--- src/rtl/mult_seq_param_if.sv ---
`default_nettype none
// +----------------------------------------------------------------------+
// | Module      : mult_seq_param_if                                      |
// | Description : Handshake/operand bundle for the sequential multiplier.|
// |               The master side requests a product, the slave side     |
// |               computes it.                                           |
// | Revision    : 1.0  initial release                                   |
// +----------------------------------------------------------------------+
interface mult_seq_param_if #(
  parameter int WIDTH = 4
);
  logic                   start;
  logic                   signed_mode;
  logic [WIDTH-1:0]       a;
  logic [WIDTH-1:0]       b;
  logic                   busy;
  logic                   done;
  logic [2*WIDTH-1:0]     product;

  modport master (
    output start, signed_mode, a, b,
    input  busy, done, product
  );

  modport slave (
    input  start, signed_mode, a, b,
    output busy, done, product
  );
endinterface
`default_nettype wire

--- src/rtl/mult_seq_param.sv ---
`default_nettype none
// +----------------------------------------------------------------------+
// | Module      : mult_seq_param                                         |
// | Description : Parametrised shift-add multiplier with start/busy/done |
// |               handshake. Signed operands are multiplied as           |
// |               magnitudes and the sign is applied in a final cycle.   |
// | Revision    : 1.0  initial release                                   |
// +----------------------------------------------------------------------+
module mult_seq_param #(
  parameter int WIDTH = 4
) (
  input  logic              clk,
  input  logic              rst_n,
  mult_seq_param_if.slave   bus
);

  localparam int            CW         = $clog2(WIDTH + 1);
  localparam logic [CW-1:0] LAST_COUNT = CW'(WIDTH - 1);

  typedef enum logic [1:0] {
    IDLE = 2'd0,
    RUN  = 2'd1,
    SIGN = 2'd2
  } state_t;

  state_t               state_q,   state_d;
  logic [WIDTH-1:0]     mcand_q,   mcand_d;
  logic [WIDTH-1:0]     mplier_q,  mplier_d;
  logic [WIDTH:0]       acc_q,     acc_d;
  logic                 neg_q,     neg_d;
  logic [CW-1:0]        count_q,   count_d;
  logic                 busy_q,    busy_d;
  logic                 done_q,    done_d;
  logic [2*WIDTH-1:0]   product_q, product_d;

  logic [WIDTH:0]       sum;
  logic [2*WIDTH-1:0]   raw;

  // Next-state and datapath: capture magnitudes, iterate shift-add, apply sign
  always_comb begin
    state_d   = state_q;
    mcand_d   = mcand_q;
    mplier_d  = mplier_q;
    acc_d     = acc_q;
    neg_d     = neg_q;
    count_d   = count_q;
    busy_d    = busy_q;
    done_d    = 1'b0;
    product_d = product_q;

    // acc never exceeds WIDTH bits after a shift, so WIDTH+1 bits cannot overflow
    sum = acc_q + (mplier_q[0] ? {1'b0, mcand_q} : {(WIDTH+1){1'b0}});
    raw = {acc_q[WIDTH-1:0], mplier_q};

    case (state_q)
      IDLE: begin
        if (bus.start) begin
          // -2^(WIDTH-1) negates to itself, which is its correct unsigned magnitude
          mcand_d  = (bus.signed_mode && bus.a[WIDTH-1]) ? -bus.a : bus.a;
          mplier_d = (bus.signed_mode && bus.b[WIDTH-1]) ? -bus.b : bus.b;
          neg_d    = bus.signed_mode & (bus.a[WIDTH-1] ^ bus.b[WIDTH-1]);
          acc_d    = '0;
          count_d  = '0;
          busy_d   = 1'b1;
          state_d  = RUN;
        end
      end
      RUN: begin
        acc_d    = {1'b0, sum[WIDTH:1]};
        mplier_d = {sum[0], mplier_q[WIDTH-1:1]};
        count_d  = count_q + CW'(1);
        if (count_q == LAST_COUNT) begin
          state_d = SIGN;
        end
      end
      SIGN: begin
        product_d = neg_q ? (~raw + (2*WIDTH)'(1)) : raw;
        done_d    = 1'b1;
        busy_d    = 1'b0;
        state_d   = IDLE;
      end
      default: begin
        busy_d  = 1'b0;
        state_d = IDLE;
      end
    endcase
  end

  // State register with asynchronous clear of all state and outputs
  always_ff @(posedge clk or negedge rst_n) begin
    if (!rst_n) begin
      state_q   <= IDLE;
      mcand_q   <= '0;
      mplier_q  <= '0;
      acc_q     <= '0;
      neg_q     <= 1'b0;
      count_q   <= '0;
      busy_q    <= 1'b0;
      done_q    <= 1'b0;
      product_q <= '0;
    end else begin
      state_q   <= state_d;
      mcand_q   <= mcand_d;
      mplier_q  <= mplier_d;
      acc_q     <= acc_d;
      neg_q     <= neg_d;
      count_q   <= count_d;
      busy_q    <= busy_d;
      done_q    <= done_d;
      product_q <= product_d;
    end
  end

  assign bus.busy    = busy_q;
  assign bus.done    = done_q;
  assign bus.product = product_q;

endmodule
`default_nettype wire

--- src/flat_wrapper.sv ---
// flat-port wrapper written by rule: the top's interface ports become plain ports
module mult_seq_param_flat 
#(
  parameter int WIDTH = 4
)
  (clk, rst_n, bus_start, bus_signed_mode, bus_a, bus_b, bus_busy, bus_done, bus_product);
  mult_seq_param_if #(.WIDTH(WIDTH)) bus_i ();
  input  logic clk;
  input  logic rst_n;
  input wire logic [$bits(bus_i.start)-1:0] bus_start;
  input wire logic [$bits(bus_i.signed_mode)-1:0] bus_signed_mode;
  input wire logic [$bits(bus_i.a)-1:0] bus_a;
  input wire logic [$bits(bus_i.b)-1:0] bus_b;
  output wire logic [$bits(bus_i.busy)-1:0] bus_busy;
  output wire logic [$bits(bus_i.done)-1:0] bus_done;
  output wire logic [$bits(bus_i.product)-1:0] bus_product;
  assign bus_i.start = bus_start;
  assign bus_i.signed_mode = bus_signed_mode;
  assign bus_i.a = bus_a;
  assign bus_i.b = bus_b;
  assign bus_busy = bus_i.busy;
  assign bus_done = bus_i.done;
  assign bus_product = bus_i.product;
  mult_seq_param #(.WIDTH(WIDTH)) u_core (.clk(clk), .rst_n(rst_n), .bus(bus_i));
endmodule
--- config.mk ---
export PLATFORM = sky130hd
export DESIGN_NAME = mult_seq_param_flat
export DESIGN_NICKNAME = d
export VERILOG_FILES = /design/src/rtl/mult_seq_param_if.sv /design/src/rtl/mult_seq_param.sv /design/src/flat_wrapper.sv
export SDC_FILE = /design/constraint.sdc
export NUM_CORES = 1
export LEC_CHECK = 0
export CAP_MARGIN = 10
export CELL_PAD_IN_SITES_DETAIL_PLACEMENT = 0
export CELL_PAD_IN_SITES_GLOBAL_PLACEMENT = 2
export CORE_ASPECT_RATIO = 0.8
export CORE_UTILIZATION = 30
export CTS_BUF_LIST = sky130_fd_sc_hd__clkbuf_4
export CTS_CLUSTER_DIAMETER = 50
export DETAILED_ROUTE_END_ITERATION = 10
export PLACE_DENSITY = 0.8
export SYNTH_ARGS = -nofsm -noshare
export SYNTH_HDL_FRONTEND = slang
export SYNTH_SLANG_ARGS = --single-unit
--- constraint.sdc ---
create_clock -name clk -period 2.05 [get_ports clk]
set_input_delay 0.3075 -clock clk [delete_from_list [all_inputs] [get_ports clk]]
set_output_delay 0.3075 -clock clk [all_outputs]
set_load 0.01 [all_outputs]
==> results.yml <==
critical_path:
  regToRegSetupSlack_ns: 0.34
  worst-setup-path-type: "reg -> reg"
  critical_path_peak_fanout: 7
  slowest_stage: "dfrtp_1"
  r2r_end: "u_core.acc_q[3]"
  critPathLaunch: "u_core.mplier_q[0]"
  critPathCapture: "u_core.acc_q[3]"
  worstPathCellList: "and2_1, ha_1, inv_1, fa_1, inv_1, a21o_1, a21oi_1, o21ai_0"
  worstPathRequired_ns: 2.30
  cp.depth: 8
  cpPeakStageDelay_ns: 0.47
  startpoint_type: "register"
  cp_num_buf_inv: 2
  reg2reg_from: "u_core.mplier_q[0]"
  crit_family: "adder cells"
  cp_common_cell: "inv_1"
  end_kind: "register"
  arrival_ns: 1.96
  r2r_cells: 8
die:
  io_pins: 22
  die_h_um: 65.4
  start_util_pct: 32.0
  die_area_um2: 5310
  core_area_um2: 4710
  rows: 22
  die_x_um: 81.2
route:
  wire_per_inst_um: 12.9
  initialDrtViolationCount: 45
  vias: 1114
  via_per_inst: 4.70
  drt_pass1_iterations: 4
  drtAntennaViolNets: 0
  drcViolationCount: 0
  finalWirelength_um: 3060
synth:
  ys_seq_elements: 28
  syn_nets: 177
  synth_area_um2: 1510
  synth.avg_cell_area_um2: 9.71
  ys_top_cells_by_area: "dfrtp_1 (47%), ha_1 (7.5%), nand2_1 (5.0%)"
  syn-instance-count: 155
  synth_top_area_share_pct: 46.6
  yosysSeqAreaShare_pct: 46.6
  synth_cell_types: 32
  ys_warn_count: 0
  yosys.area.top_type: "dfrtp_1"
global_route:
  grt_pass1_wl_um: 5550
  grt_pass1_vias: 1206
  grtUsageTotal_pct: 13.8
  busiest_layer: "met2"
  grt_max_degree: 29
  grt_overflow: 0
  grt_util_met2_pct: 23.4
  use_met1_pct: 17.9
  antenna_found_initial: 0
  grtUsageMet3_pct: 3.75
timing:
  fin_crit_ns: 1.71
  finalCritPeriodShare_pct: 83.3
  final-setup-viol-count: 0
  rsz0062_at_grt: "no"
  final-hold-violation-count: 0
  slew-limit-headroom_pct: 68.3
  finalSetupTns_ns: 0
  fmax_ghz: 0.585
  fin_skew_ns: 0.0121
  drv_slew: 0
  tightest_slew_ns: 0.474
final_layout:
  fin_cells: 237
  drive_gt1_share_pct: 5.65
  fin_nets: 200
  finalInstanceArea_um2: 1810
  diodes: 0
  syn2layout_area_growth_pct: 20.3
power_and_ir_drop:
  vdd_drop_max_uv: 550
  power_density_nw_per_um2: 1370
  p_leak_nw: 0.853
clock_network:
  cts_tree: "done"
  cts_setup_buffers: 0
  clk_path_buf_depth: 2
  post_cts_resized: 0
  cts-hold-fix-buffers: 0
  cts.sinks: 28
  clk_latency_ns: 0.33
  htreeDepth: 1
  cts_made_buffers: 3
  cts-root-buf: "clkbuf_4"
  clk_pin_slew_ns: 0.15
job:
  drv_cap: 0
place:
  hpwlAfterDp_um: 2400
  io_buffers: 21
  dpl.cell_count: 233
  place_area_um2: 1780
  gp_congestion: 0.779
run_status:
  status: "completed"
min_path:
  holdCritPathClass: "in -> async"
## per-layer routing
layer | wire (um) | part of all wire, % | vias to the layer above
li1 | - | - | 564
met1 | 1560 | 51 | 532
met2 | 1380 | 45 | 18
met3 | 112 | 3.7 | 0
met4 | 0 | 0 | 0
met5 | 0 | 0 | -
## cell usage after synthesis
master and instances:
dfrtp_1 28, nand2_1 20, inv_1 15, o21ai_0 11, a21oi_1 9, ha_1 9
nor2_1 9, xor2_1 7, and2_1 4, nand2b_1 4, xnor2_1 4, clkbuf_1 3
mux2i_1 3, nand3_1 3, o21ai_1 3, o22ai_1 3, a21o_1 2, buf_2 2
o31ai_1 2, o32ai_1 2, a22o_1 1, a22oi_1 1, fa_1 1, mux2_2 1
o21ai_2 1, o2bb2ai_1 1, o31ai_2 1, o31ai_4 1, or2_1 1, or3_4 1
or3b_1 1, or4_1 1
## how the worst min path moves through the flow
stage                               start  cells after the start                     to
detailed placement  u_core.bus.product[5]                      2  u_core.bus.product[5]
floorplan                           rst_n                      0        u_core.acc_q[0]
global route                        rst_n                      2  u_core.bus.product[1]
CTS                                 rst_n                      2  u_core.bus.product[3]
finish                              rst_n                      2  u_core.bus.product[2]
global placement    u_core.bus.product[3]                      2  u_core.bus.product[3]
## cells in the final DEF, fill, tap and decap left out, types with 2 or more instances in the layout
| master | instances |
|---|---|
| nand2b_1 | 4 |
| xor2_1 | 7 |
| o21ai_0 | 11 |
| a21o_1 | 2 |
| nand2_1 | 20 |
| clkbuf_4 | 3 |
| mux2i_1 | 3 |
| o31ai_1 | 2 |
| xnor2_1 | 4 |
| inv_1 | 15 |
| ha_1 | 9 |
| and2_1 | 4 |
| buf_4 | 2 |
| o32ai_1 | 2 |
| nor2_1 | 9 |
| clkdlybuf4s50_1 | 21 |
| o21ai_1 | 3 |
| o22ai_1 | 3 |
| nand3_1 | 3 |
| a21oi_1 | 9 |
| dfrtp_1 | 28 |
## stage by stage
step	total power [mW]	hold WS [ns]	utilization (%)	worst slack, ns
detailed placement	2.28	0.468	37.9	0.358
global placement	2.23	0.463	37.9	0.431
finish	2.48	0.332	38.5	0.342
CTS	2.53	0.335	38.5	0.333
global route	2.76	0.355	38.5	0.153
floorplan	1.83	0.0119	-	0.503
## logic make-up (layout without fill, tap and decap cells)
kind of cell | after synthesis | after routing | share of synthesized area, %
AO/OA/AOI/OAI | 38 | 38 | 16.5
XOR/XNOR | 11 | 11 | 6.40
adder cells (fa/ha/maj) | 10 | 10 | 8.81
buffers and inverters | 20 | 42 | 5.15
flip-flops | 28 | 28 | 46.6
multiplexers | 4 | 4 | 2.74
AND/OR/NAND/NOR | 44 | 44 | 13.8
## power by group
group          switching, mW  internal (mW)
sequential             0.249          0.801
clock                  0.163         0.0716
combinational          0.588          0.608
## worst register-to-register path: cells and delay by family, from the launching register on
kind / cells / cell delay [ns]
adder cells (fa/ha/maj): 2 / 0.55
flip-flops: 1 / 0.47
AO/OA/AOI/OAI: 3 / 0.33
AND/OR/NAND/NOR: 1 / 0.16
buffers and inverters: 2 / 0.13
## flip-flops by register name (all words and copies together), names as in the netlist
signal / flops
u_core.state_q: 2
u_core.acc_q: 4
u_core.neg_q: 1
u_core.mcand_q: 4
u_core.mplier_q: 4
u_core.count_q: 3
u_core.bus.product: 8
u_core.bus.done: 1
u_core.bus.busy: 1
## area by class of cell
cell class / count / area, um^2
fillers: 493 / 2900
well taps: 60 / 75.1
inverters: 15 / 56.3
repair buffers: 23 / 225
flip-flops and latches: 28 / 701
clock buffers: 3 / 22.5
multi-input cells: 107 / 727
clock inverters: 1 / 3.75
Power figures use the tool's default switching activity.
